**src/rtl/led_sched_pkg.sv**
```systemverilog
// Shared types and constants for the led_sched time-slice LED arbiter.
package led_sched_pkg;

  typedef enum logic [1:0] {
    IDLE  = 2'd0,
    GRANT = 2'd1,
    GUARD = 2'd2
  } state_t;

  localparam int DWELL_DEF = 1048576;
  localparam int GUARD_DEF = 16;

  function automatic int id_width(input int n);
    return (n > 1) ? $clog2(n) : 1;
  endfunction

  // Wide enough for both phases, never narrower than 20 bits.
  function automatic int cnt_width(input int dwell, input int guard);
    int w;
    w = 20;
    if ($clog2(dwell) > w) w = $clog2(dwell);
    if ($clog2(guard) > w) w = $clog2(guard);
    return w;
  endfunction

endpackage

```
**src/rtl/led_sched_rr_pick.sv**
```systemverilog
// Combinational round-robin picker: first requester strictly after last_id,
// wrapping modulo NREQ, so last_id itself is considered last.
module rr_pick
  import led_sched_pkg::*;
#(
  parameter  int NREQ = 4,
  localparam int ID_W = id_width(NREQ)
) (
  input  logic [NREQ-1:0] req,
  input  logic [ID_W-1:0] last_id,
  output logic            valid,
  output logic [ID_W-1:0] next_id
);

  logic [2*NREQ-1:0] w_dbl;
  logic [2*NREQ-1:0] w_rot;
  logic [2*NREQ-1:0] w_tmp;
  int                w_idx;

  assign w_dbl = {req, req};
  assign w_rot = w_dbl >> (int'(last_id) + 1);

  // NOTE: every output gets a default before the loop so no latch is inferred.
  always_comb begin
    valid   = 1'b0;
    next_id = '0;
    w_tmp   = '0;
    w_idx   = 0;
    for (int k = 0; k < NREQ; k++) begin
      w_tmp = w_rot >> k;
      if (!valid && w_tmp[0]) begin
        valid = 1'b1;
        w_idx = int'(last_id) + 1 + k;
        if (w_idx >= NREQ) w_idx = w_idx - NREQ;
        next_id = ID_W'(w_idx);
      end
    end
  end

endmodule

```
**src/rtl/led_sched.sv**
```systemverilog
// Time-sliced LED scheduler: round-robin grants of DWELL cycles separated by
// GUARD blank cycles. Optional PWM dimming via macro LED_SCHED_PWM_EN.
module led_sched
  import led_sched_pkg::*;
#(
  parameter int NREQ  = 4,
  parameter int LED_W = 4,
  parameter int DWELL = DWELL_DEF,
  parameter int GUARD = GUARD_DEF
) (
  input  logic                  clk,
  input  logic                  resetn,
  input  logic [NREQ-1:0]       req,
  input  logic [NREQ*LED_W-1:0] req_led,
  output logic [NREQ-1:0]       gnt,
  output logic [LED_W-1:0]      led,
  output logic                  busy
`ifdef LED_SCHED_PWM_EN
  ,
  input  logic [7:0]            duty
`endif
);

  localparam int ID_W  = id_width(NREQ);
  localparam int CNT_W = cnt_width(DWELL, GUARD);

  // The GUARD parameter hides the package's GUARD state, so alias the states.
  localparam state_t ST_IDLE  = led_sched_pkg::IDLE;
  localparam state_t ST_GRANT = led_sched_pkg::GRANT;
  localparam state_t ST_GUARD = led_sched_pkg::GUARD;

  state_t             r_state;
  state_t             w_next;
  logic [CNT_W-1:0]   r_cnt;
  logic [ID_W-1:0]    r_id;
  logic [ID_W-1:0]    r_last;
  logic [LED_W-1:0]   r_led;

  logic               w_pick_valid;
  logic [ID_W-1:0]    w_pick_id;
  logic               w_req_cur;
  logic               w_dwell_done;
  logic               w_guard_done;
  logic [LED_W-1:0]   w_slice;

  rr_pick #(.NREQ(NREQ)) u_pick (
    .req     (req),
    .last_id (r_last),
    .valid   (w_pick_valid),
    .next_id (w_pick_id)
  );

  assign w_req_cur    = req[r_id];
  assign w_dwell_done = (r_cnt == CNT_W'(DWELL - 1));
  assign w_guard_done = (r_cnt == CNT_W'(GUARD - 1));
  assign w_slice      = LED_W'(req_led >> (int'(r_id) * LED_W));

  // NOTE: sequential state uses non-blocking assignments so every flop
  // samples pre-edge values regardless of block ordering.
  always_ff @(posedge clk or negedge resetn) begin
    if (!resetn) r_state <= ST_IDLE;
    else         r_state <= w_next;
  end

  always_comb begin
    w_next = r_state;
    case (r_state)
      ST_IDLE:  if (w_pick_valid) w_next = ST_GRANT;
      ST_GRANT: if (!w_req_cur || w_dwell_done) w_next = ST_GUARD;
      ST_GUARD: if (w_guard_done) w_next = w_pick_valid ? ST_GRANT : ST_IDLE;
      default:  w_next = ST_IDLE;
    endcase
  end

  always_comb begin
    gnt  = '0;
    busy = 1'b0;
    if (r_state == ST_GRANT) gnt[r_id] = 1'b1;
    if (r_state != ST_IDLE)  busy = 1'b1;
  end

  // Counter clears on any state change; the pattern register only holds data
  // while the grant continues, so GUARD/IDLE see zero immediately.
  always_ff @(posedge clk or negedge resetn) begin
    if (!resetn) begin
      r_cnt  <= '0;
      r_id   <= '0;
      r_last <= ID_W'(NREQ - 1);
      r_led  <= '0;
    end else begin
      if (w_next != r_state)        r_cnt <= '0;
      else if (r_state != ST_IDLE)  r_cnt <= r_cnt + CNT_W'(1);
      if (r_state != ST_GRANT && w_next == ST_GRANT) r_id <= w_pick_id;
      if (r_state == ST_GRANT && w_next != ST_GRANT) r_last <= r_id;
      r_led <= (r_state == ST_GRANT && w_next == ST_GRANT) ? w_slice : '0;
    end
  end

`ifdef LED_SCHED_PWM_EN
  logic [7:0] r_pwm;

  always_ff @(posedge clk or negedge resetn) begin
    if (!resetn) r_pwm <= '0;
    else         r_pwm <= r_pwm + 8'd1;
  end

  assign led = (r_pwm < duty) ? r_led : '0;
`else
  assign led = r_led;
`endif

endmodule

```
**config.mk**
```make
export PLATFORM = sky130hd
export DESIGN_NAME = led_sched
export DESIGN_NICKNAME = d
export VERILOG_FILES = /design/src/rtl/led_sched_pkg.sv /design/src/rtl/led_sched_rr_pick.sv /design/src/rtl/led_sched.sv
export SDC_FILE = /design/constraint.sdc
export NUM_CORES = 1
export LEC_CHECK = 0
export BUFFER_PORTS_ARGS = -buffer_cell sky130_fd_sc_hd__clkbuf_2
export CAP_MARGIN = 30
export CORE_UTILIZATION = 50
export DETAILED_ROUTE_END_ITERATION = 6
export PLACE_DENSITY = 0.73
export SETUP_SLACK_MARGIN = 0.4
export SKIP_CTS_REPAIR_TIMING = 1
export SLEW_MARGIN = 20
export SYNTH_ARGS = -nofsm -noshare
export SYNTH_HDL_FRONTEND = slang
export SYNTH_SLANG_ARGS = --single-unit
```
**constraint.sdc**
```tcl
create_clock -name clk -period 3.5 [get_ports clk]
set_input_delay 0.525 -clock clk [delete_from_list [all_inputs] [get_ports clk]]
set_output_delay 0.525 -clock clk [all_outputs]
set_load 0.02 [all_outputs]
```
==> flow_metrics.tcl, run 1 <==
set metrics [dict create \
    gr-usage-all-layers 0.208 \
    p_leak_nw 0.873 \
    fin_nets 224 \
    drive_gt1_frac 0.287 \
    vias 1320 \
    synth-warning-count 0 \
    worstSetupPathType "reg -> reg" \
    syn_to_final_growth_pct 14.8 \
    dp_slack_ns 1.24 \
    totalWireLength_um 3240 \
    viasPerCell 5.37 \
    avgSynthCellArea_um2 9.98 \
    ys_seq_area_frac 0.452 \
    ioPinCount 31 \
    yosys.cell_types.count 36 \
    ant_nets 0 \
    synthCells 167 \
    post-route-min-period_ns 2.26 \
    hold_slack_ns 0.245 \
    final_hold_viol_count 0 \
    grt_pass1_vias 1247 \
    place_hpwl_um 2480 \
    crit_fanout 19 \
    wire_per_inst_um 13.2 \
    ys_top_cells_by_area "dfrtp_1 (42%), xor2_1 (7.9%), nor2_1 (7.4%), mux4_2 (6.8%), nand2_1 (3.6%)" \
    grt_pass1_wl_um 5510 \
    antenna_found_initial 0 \
    fin_crit_sh 0.644 \
    slew_viol_final 0 \
    cts_max_level 2 \
    cp.required_ns 3.68 \
    ys_ff_latch 30 \
    drc 0 \
    core_area_mm2 0.00310 \
    fmax_ghz 0.443 \
    rows 20 \
    cts_max_path_buffers 2 \
    slew_headroom 0.530 \
    clock_latency_ns 0.31 \
    gp_congestion 0.835 \
    root_buffer "clkbuf_4" \
    clk_pin_slew_worst_paths_ns 0.09 \
    synth_area_mm2 0.00167 \
    final.setup.tns_ns 0 \
    cp-start-kind "flop" \
    ir_worst_vdd_v 0.000330 \
    start_util 0.537 \
    cts_sinks 30 \
    drv_cap 0 \
    r2r_start "r_cnt[6]" \
    synth_top_cell_by_area "dfrtp_1" \
    die-area_mm2 0.00357 \
    worstHoldPathType "in -> async" \
    dr.pass1.iters 4 \
    syn-num-nets 190 \
    fp.dieW_um 59.7 \
    power.density_mw_per_mm2 595 \
    setup.worst_path.end_class "flop" \
    tightest_slew_ns 0.705 \
    rr_worst_depth 5 \
    grt_max_degree 31 \
    total_power_w 0.00114 \
    grt-ovfl-total 0 \
    r2r_setup_slack_ns 1.24 \
    fp.dieH_um 59.7 \
    final_cell_mix "nor2_1 (33), clkbuf_2 (30), dfrtp_1 (28)" \
    rsz0062_at_grt "false" \
    fin_skew_ns 0.00662 \
    portBuffers 30 \
    antennaDiodeCount 0 \
    tritoncts "built" \
    status "complete, no violations" \
    r2r_end "r_cnt[2]" \
    synth_top_area_frac 0.420 \
    cp_data_arrival_time_ns 2.43 \
    layout_commonest_cell "nor2_1" \
    drt_iter0_markers 69 \
    fin_ws_ns 1.24 \
    cts_buffers 5 \
    setup_violations 0 \
]
-- per-stage QoR --
step                 util  cells  instance area (µm²)
floorplan               -    167                 1670
global placement    0.597    238                 1850
detailed placement  0.597    238                 1850
CTS                 0.617    246                 1910
global route        0.617    246                 1910
finish              0.617    246                 1910
-- logic make-up (layout without fill, tap and decap cells) --
group | Yosys count | count (layout) | synth area share
fa+ha+maj | 1 | 1 | 0.00751
flops | 30 | 30 | 0.452
compound gates | 14 | 14 | 0.0631
buf+inv | 6 | 41 | 0.0180
mux | 9 | 9 | 0.0946
simple gates | 89 | 89 | 0.270
xor+xnor | 18 | 18 | 0.0946
-- layer usage --
layer / wire length, µm / up-vias / global-route usage
li1: - / 659 / -
met1: 1490 / 636 / 0.269
met2: 1610 / 20 / 0.340
met3: 93 / 5 / 0.0455
met4: 40 / 0 / 0.0797
met5: 0 / - / 0
-- cell type report --
| class | count | area, µm² |
|---|---|---|
| clock buffers | 7 | 55.1 |
| well taps | 44 | 55.1 |
| clock inverters | 1 | 5.00 |
| inverters | 3 | 11.3 |
| repair buffers | 30 | 150 |
| flip-flops and latches | 30 | 753 |
| multi-input cells | 131 | 883 |
| fillers | 279 | 1190 |
-- how the worst max path moves through the flow --
stage	cells after the start	start	to	slack (ns)
floorplan	6	r_cnt[7]	r_cnt[7]	1.54
detailed placement	5	r_cnt[6]	r_cnt[16]	1.24
global route	5	r_cnt[6]	r_cnt[16]	1.07
finish	5	r_cnt[6]	r_cnt[2]	1.24
global placement	5	r_cnt[7]	r_cnt[11]	1.30
CTS	5	r_cnt[6]	r_cnt[2]	1.22
-- synthesized netlist by cell type --
library cell  count
a21o_1            1
ha_1              1
nor4_1            4
o311ai_0          2
or3_1             1
dfstp_2           2
or4_4             1
o21ai_1           1
or2_2             1
o22ai_1           1
nand4_1           7
nor2_1           33
nor4b_1           1
dfrtp_1          28
buf_1             1
xor2_1           15
xnor2_1           3
nand2b_1          3
nand2_1          16
nand3_1           8
and2b_2           5
a21oi_1           2
nor3_1            2
clkbuf_1          1
nand4_2           1
o211ai_2          1
buf_6             1
o21ai_0           4
and3_1            2
a21boi_4          1
inv_1             3
nor2b_1           2
or4_1             2
mux2_2            4
mux4_2            5
o211ai_1          1
-- worst max-delay path: stages (launching register included) --
cell and delay [ns]:
dfrtp_1 0.47, nand4_2 0.17, or4_4 0.58, o211ai_2 0.28, a21boi_4 0.51, nor2_1 0.11
-- sequential cells by signal, indices dropped and copies added, names as in the netlist --
register and cells:
r_cnt 20, led 4, r_id 2, r_last 2, r_state 2
-- where the power goes --
part	switching (W)	total, W	leakage (nW)	internal (W)
registers	0.0000892	0.000504	0.402	0.000415
logic	0.000224	0.000426	0.436	0.000202
clock network	0.000111	0.000208	0.0353	0.0000973
total	0.000424	0.00114	0.873	0.000714
Power figures use the tool's default switching activity.
==> run 2: changes to the inputs <==
--- a/config.mk
+++ b/config.mk
@@ -7,9 +7,9 @@
 export LEC_CHECK = 0
 export BUFFER_PORTS_ARGS = -buffer_cell sky130_fd_sc_hd__clkbuf_2
 export CAP_MARGIN = 30
-export CORE_UTILIZATION = 50
+export CORE_UTILIZATION = 49
 export DETAILED_ROUTE_END_ITERATION = 6
-export PLACE_DENSITY = 0.73
+export PLACE_DENSITY = 0.75
 export SETUP_SLACK_MARGIN = 0.4
 export SKIP_CTS_REPAIR_TIMING = 1
 export SLEW_MARGIN = 20
==> constraint.sdc (replaced) <==
create_clock -name clk -period 1.9 [get_ports clk]
set_input_delay 0.285 -clock clk [delete_from_list [all_inputs] [get_ports clk]]
set_output_delay 0.285 -clock clk [all_outputs]
set_load 0.02 [all_outputs]
==> run 2 against run 1 <==
The flow now finishes with violations (negative hold slack, negative setup slack). Largest cell class unchanged. Hold slack got worse by 0.25 ns. Global-route usage up 3.7 points. Critical endpoint is now r_cnt[3]. Cell area rose by 15%. Routed wire length increased by 28%. Sequential power rose by 73%. Highest routed layer unchanged. Sequential share of layout area is 5.0 points lower. Power rose by 120%.
==> flow_metrics.tcl, run 2 (synthesis results as in run 1) <==
set metrics [dict create \
    status "finished with violations" \
    failed_checks "negative hold slack, negative setup slack" \
    crit_fanout 5 \
    fin_nets 245 \
    slew_headroom 0.505 \
    cp.required_ns 2.13 \
    cp-start-kind "flop" \
    finalNonFillerCells 267 \
    multiInputGateArea_um2 992 \
    fin_crit_sh 1.02 \
    final.setup.tns_ns -0.602 \
    grt-ovfl-total 0 \
    grt_pass1_vias 1478 \
    gp_congestion 0.857 \
    rsz0062_at_grt "true" \
    largest_reg_flops 20 \
    place_inst 256 \
    drc 0 \
    tightest_slew_ns 0.743 \
    root_buffer "clkbuf_4" \
    cts_buffers 5 \
    drv_cap 0 \
    worstSetupPathType "reg -> reg" \
    rows 20 \
    fp.dieH_um 60.3 \
    regMostFlops "r_cnt" \
    worstHoldPathType "in -> async" \
    clk_pin_slew_worst_paths_ns 0.09 \
    p_leak_nw 0.996 \
    ir_worst_vdd_v 0.000880 \
    syn_to_final_growth_pct 31.8 \
    fmax_ghz 0.515 \
    cts_max_level 2 \
    core_area_mm2 0.00313 \
    ant_nets 0 \
    drt_iter0_markers 84 \
    totalWireLength_um 4160 \
    start_util 0.533 \
    place_hpwl_um 2980 \
    hold_slack_ns -0.00437 \
    dr.pass1.iters 4 \
    grt_pass1_wl_um 6350 \
    fin_skew_ns 0.00389 \
    dp_slack_ns -0.00404 \
    final_hold_viol_count 12 \
    cts_max_path_buffers 2 \
    portBuffers 30 \
    die-area_mm2 0.00364 \
    gr-usage-all-layers 0.245 \
    final_cell_mix "clkbuf_2 (30), dfrtp_1 (27), nor2_1 (25)" \
    antenna_found_initial 0 \
    final_util 0.702 \
    tritoncts "built" \
    ioPinCount 31 \
    final-seq-area_um2 754 \
    setup.worst_path.end_class "flop" \
    fp.dieW_um 60.3 \
    vias 1504 \
    fillers 246 \
    slew_viol_final 0 \
    wire_per_inst_um 15.6 \
    viasPerCell 5.63 \
    rr_worst_depth 6 \
    setup_violations 19 \
    grt_max_degree 31 \
    power.density_mw_per_mm2 1120 \
    layout_commonest_cell "clkbuf_2" \
    antennaDiodeCount 0 \
    cts_sinks 30 \
    fin_ws_ns -0.0423 \
    clock_latency_ns 0.34 \
    cp_data_arrival_time_ns 2.17 \
    post-route-min-period_ns 1.94 \
    drive_gt1_frac 0.448 \
]
[run 2: per-stage QoR]
| step | power [W] | instance area, µm² |
|---|---|---|
| 2_1_floorplan | 0.00158 | 1690 |
| 3_3_place_gp | 0.00186 | 2010 |
| 3_5_place_dp | 0.00191 | 2010 |
| 4_1_cts | 0.00231 | 2070 |
| 5_1_grt | 0.00262 | 2200 |
| 6_report | 0.00246 | 2200 |
[run 2: per-layer routing]
metal  wire (µm)  part of all wire  vias up  GRT usage
li1            -                 -      705          -
met1        1600              0.39      730      0.276
met2        2270              0.55       58      0.421
met3         176             0.042       11     0.0628
met4         100             0.024        0      0.133
met5           0                 0        -          0
[run 2: critical path, stage by stage (launching register included)]
cell and delay, ns:
dfrtp_1 0.41, or4_4 0.56, nor4_4 0.24, nand4_1 0.18, a21boi_4 0.24, buf_4 0.16, nor2_1 0.05
[run 2: report_power, final]
part           total (W)  internal, W  switching, W  leakage (nW)
Combinational    0.00119     0.000580      0.000609         0.560
Sequential      0.000871     0.000765      0.000106         0.400
Clock           0.000397     0.000179      0.000218        0.0353
[run 2: cell type report]
cell class,instances,area share
multi-input cells,131,0.452
flip-flops and latches,30,0.344
repair buffers,51,0.147
clock buffers,7,0.0251
well taps,44,0.0251
inverters,3,0.00513
clock inverters,1,0.00228
[run 2: path summary, 6_finish.rpt]
path / start / slack [ns] / to
max: r_cnt[4] / -0.04 / r_cnt[3]
max in group asynchronous: resetn / 1.39 / r_cnt[6]
min: resetn / -0.004 / r_cnt[5]
min reg2reg: r_cnt[5] / 0.60 / r_cnt[5]
max reg2reg: r_cnt[4] / -0.04 / r_cnt[3]
min in group clk: req_led[11] / 0.39 / led[3]
==> run 3: changes to the inputs <==
--- a/config.mk
+++ b/config.mk
@@ -7,12 +7,13 @@
 export LEC_CHECK = 0
 export BUFFER_PORTS_ARGS = -buffer_cell sky130_fd_sc_hd__clkbuf_2
 export CAP_MARGIN = 30
-export CORE_UTILIZATION = 49
+export CORE_UTILIZATION = 50
 export DETAILED_ROUTE_END_ITERATION = 6
-export PLACE_DENSITY = 0.75
+export PLACE_DENSITY = 0.73
 export SETUP_SLACK_MARGIN = 0.4
 export SKIP_CTS_REPAIR_TIMING = 1
 export SLEW_MARGIN = 20
 export SYNTH_ARGS = -nofsm -noshare
 export SYNTH_HDL_FRONTEND = slang
+export SYNTH_HIERARCHICAL = 1
 export SYNTH_SLANG_ARGS = --single-unit
==> constraint.sdc (replaced) <==
create_clock -name clk -period 2.4 [get_ports clk]
set_input_delay 0.36 -clock clk [delete_from_list [all_inputs] [get_ports clk]]
set_output_delay 0.36 -clock clk [all_outputs]
set_load 0.02 [all_outputs]
==> run 3 against run 2 <==
Largest power group unchanged. Worst setup slack better by 0.42 ns. Cell count down 3.0%. The flow now finishes without violations. Critical path depth unchanged.
==> flow_metrics.tcl, run 3 <==
set metrics [dict create \
    status "complete, no violations" \
    core_area_mm2 0.00315 \
    grt_pass1_wl_um 6020 \
    drv_cap 0 \
    tightest_slew_ns 0.735 \
    place_inst 245 \
    final.setup.tns_ns 0 \
    worstSetupPathType "reg -> reg" \
    die-area_mm2 0.00369 \
    fillers 271 \
    synth_top_area_frac 0.406 \
    viasPerCell 5.71 \
    crit_fanout 8 \
    rsz0062_at_grt "true" \
    finalNonFillerCells 259 \
    cp-start-kind "flop" \
    cp-startpoint "r_cnt[10]" \
    antenna_found_initial 0 \
    rows 20 \
    power.density_mw_per_mm2 840 \
    setup.worst_path.end_class "flop" \
    root_buffer "clkbuf_4" \
    slew_viol_final 0 \
    async_flop_share 1.00 \
    synth-main-ff-cell "dfrtp_1" \
    antennaDiodeCount 0 \
    grt_pass1_vias 1390 \
    synth-edff-count 0 \
    ys_seq_area_frac 0.437 \
    fin_nets 238 \
    cp_data_arrival_time_ns 2.24 \
    start_util 0.547 \
    avgSynthCellArea_um2 10.1 \
    p_leak_nw 0.974 \
    totalWireLength_um 3660 \
    vias 1478 \
    gp_congestion 0.920 \
    syn-num-nets 194 \
    cts_sinks 30 \
    r2r_start "r_cnt[10]" \
    yosys.cell_types.count 41 \
    syn_to_final_growth_pct 20.7 \
    wire_per_inst_um 14.1 \
    dr.pass1.iters 4 \
    synth.most_common_cell "dfrtp_1" \
    slew_headroom 0.510 \
    tritoncts "built" \
    fin_skew_ns 0.00505 \
    post-route-min-period_ns 2.02 \
    clk_pin_slew_worst_paths_ns 0.08 \
    cts_max_level 2 \
    final_hold_viol_count 0 \
    synth_top_cell_by_area "dfrtp_1" \
    drive_gt1_frac 0.349 \
    ys_top_cells_by_area "dfrtp_1 (41%), mux4_2 (6.5%), xor2_1 (5.6%), nor2_1 (4.8%), nand2_1 (3.7%)" \
    worstHoldPathType "in -> async" \
    drt_iter0_markers 46 \
    synthCells 171 \
    setup_violations 0 \
    ys_ff_latch 30 \
    fin_crit_sh 0.841 \
    fp.dieH_um 60.7 \
    synth-warning-count 6 \
    clock_latency_ns 0.33 \
    place_hpwl_um 2700 \
    ir_worst_vdd_v 0.000760 \
    ioPinCount 31 \
    synth_area_mm2 0.00172 \
    cp.required_ns 2.62 \
    largest_reg_flops 20 \
    fp.dieW_um 60.7 \
    regMostFlops "r_cnt" \
    layout_commonest_cell "clkbuf_2" \
    cts_buffers 5 \
    ant_nets 0 \
    synth_common_cells "dfrtp_1 (28), nor2_1 (22), nand2_1 (17)" \
    final_cell_mix "clkbuf_2 (30), dfrtp_1 (24), nor2_1 (18)" \
    cts_max_path_buffers 2 \
    gr-usage-all-layers 0.226 \
    portBuffers 30 \
    grt_max_degree 31 \
    grt-ovfl-total 0 \
    drc 0 \
    total_power_w 0.00175 \
    fmax_ghz 0.496 \
]
## run 3: cell types whose count changed after synthesis, moves of 4 or more
cell	change
and2b_2	-5
xor2_1	-4
nor2_1	-11
nor4_1	+4
and2_1	+4
## run 3: cells by family after synthesis
group / synth area share
fa+ha+maj: 0.00726
compound gates: 0.0864
flops: 0.437
simple gates: 0.263
mux: 0.104
xor+xnor: 0.0762
buf+inv: 0.0261
## run 3: worst paths after layout
check	slack, ns	cells after the start	to
hold / removal	0.08	1	r_cnt[18]
min in group clk	0.46	3	led[0]
setup / recovery	0.38	6	r_cnt[11]
hold reg to reg	0.60	1	r_cnt[1]
setup reg to reg	0.38	6	r_cnt[11]
max in group asynchronous	1.81	1	r_cnt[9]
## run 3: final cells by class
class                      count  area, µm²  area share
multi-input combinational    131        956       0.459
sequential                    30        758       0.364
inverter                       5       18.8     0.00902
tap                           44       55.1      0.0265
clock buffer                   7       45.0      0.0216
timing repair buffer          42        248       0.119
## run 3: report_power, final
group	leakage [nW]	switching (W)	internal, W
clock network	0.0254	0.000159	0.000110
logic	0.554	0.000385	0.000369
registers	0.395	0.000118	0.000607
total	0.974	0.000662	0.00109
## run 3: worst max-delay path, stage by stage, from the launching register on
cell and delay (ns):
dfrtp_1 0.42, nand4_1 0.18, or4_4 0.56, o211a_4 0.29, nor3_4 0.23, buf_6 0.18, nor2_1 0.05
## run 3: per-layer routing
metal / track usage / part of all wire
met1: 0.288 / 0.45
met5: 0 / 0
met2: 0.355 / 0.48
met3: 0.0746 / 0.049
met4: 0.0974 / 0.017
## run 3: stage by stage
stage / hold slack [ns] / cell area, µm² / utilization / setup WS [ns]
after detailed placement: 0.451 / 1940 / 0.615 / 0.347
after global routing: 0.120 / 2080 / 0.660 / 0.313
after global placement: 0.443 / 1940 / 0.615 / 0.382
final: 0.0756 / 2080 / 0.660 / 0.382
after CTS: 0.0902 / 1990 / 0.630 / 0.328
after floorplan: 0.0644 / 1720 / - / 0.439
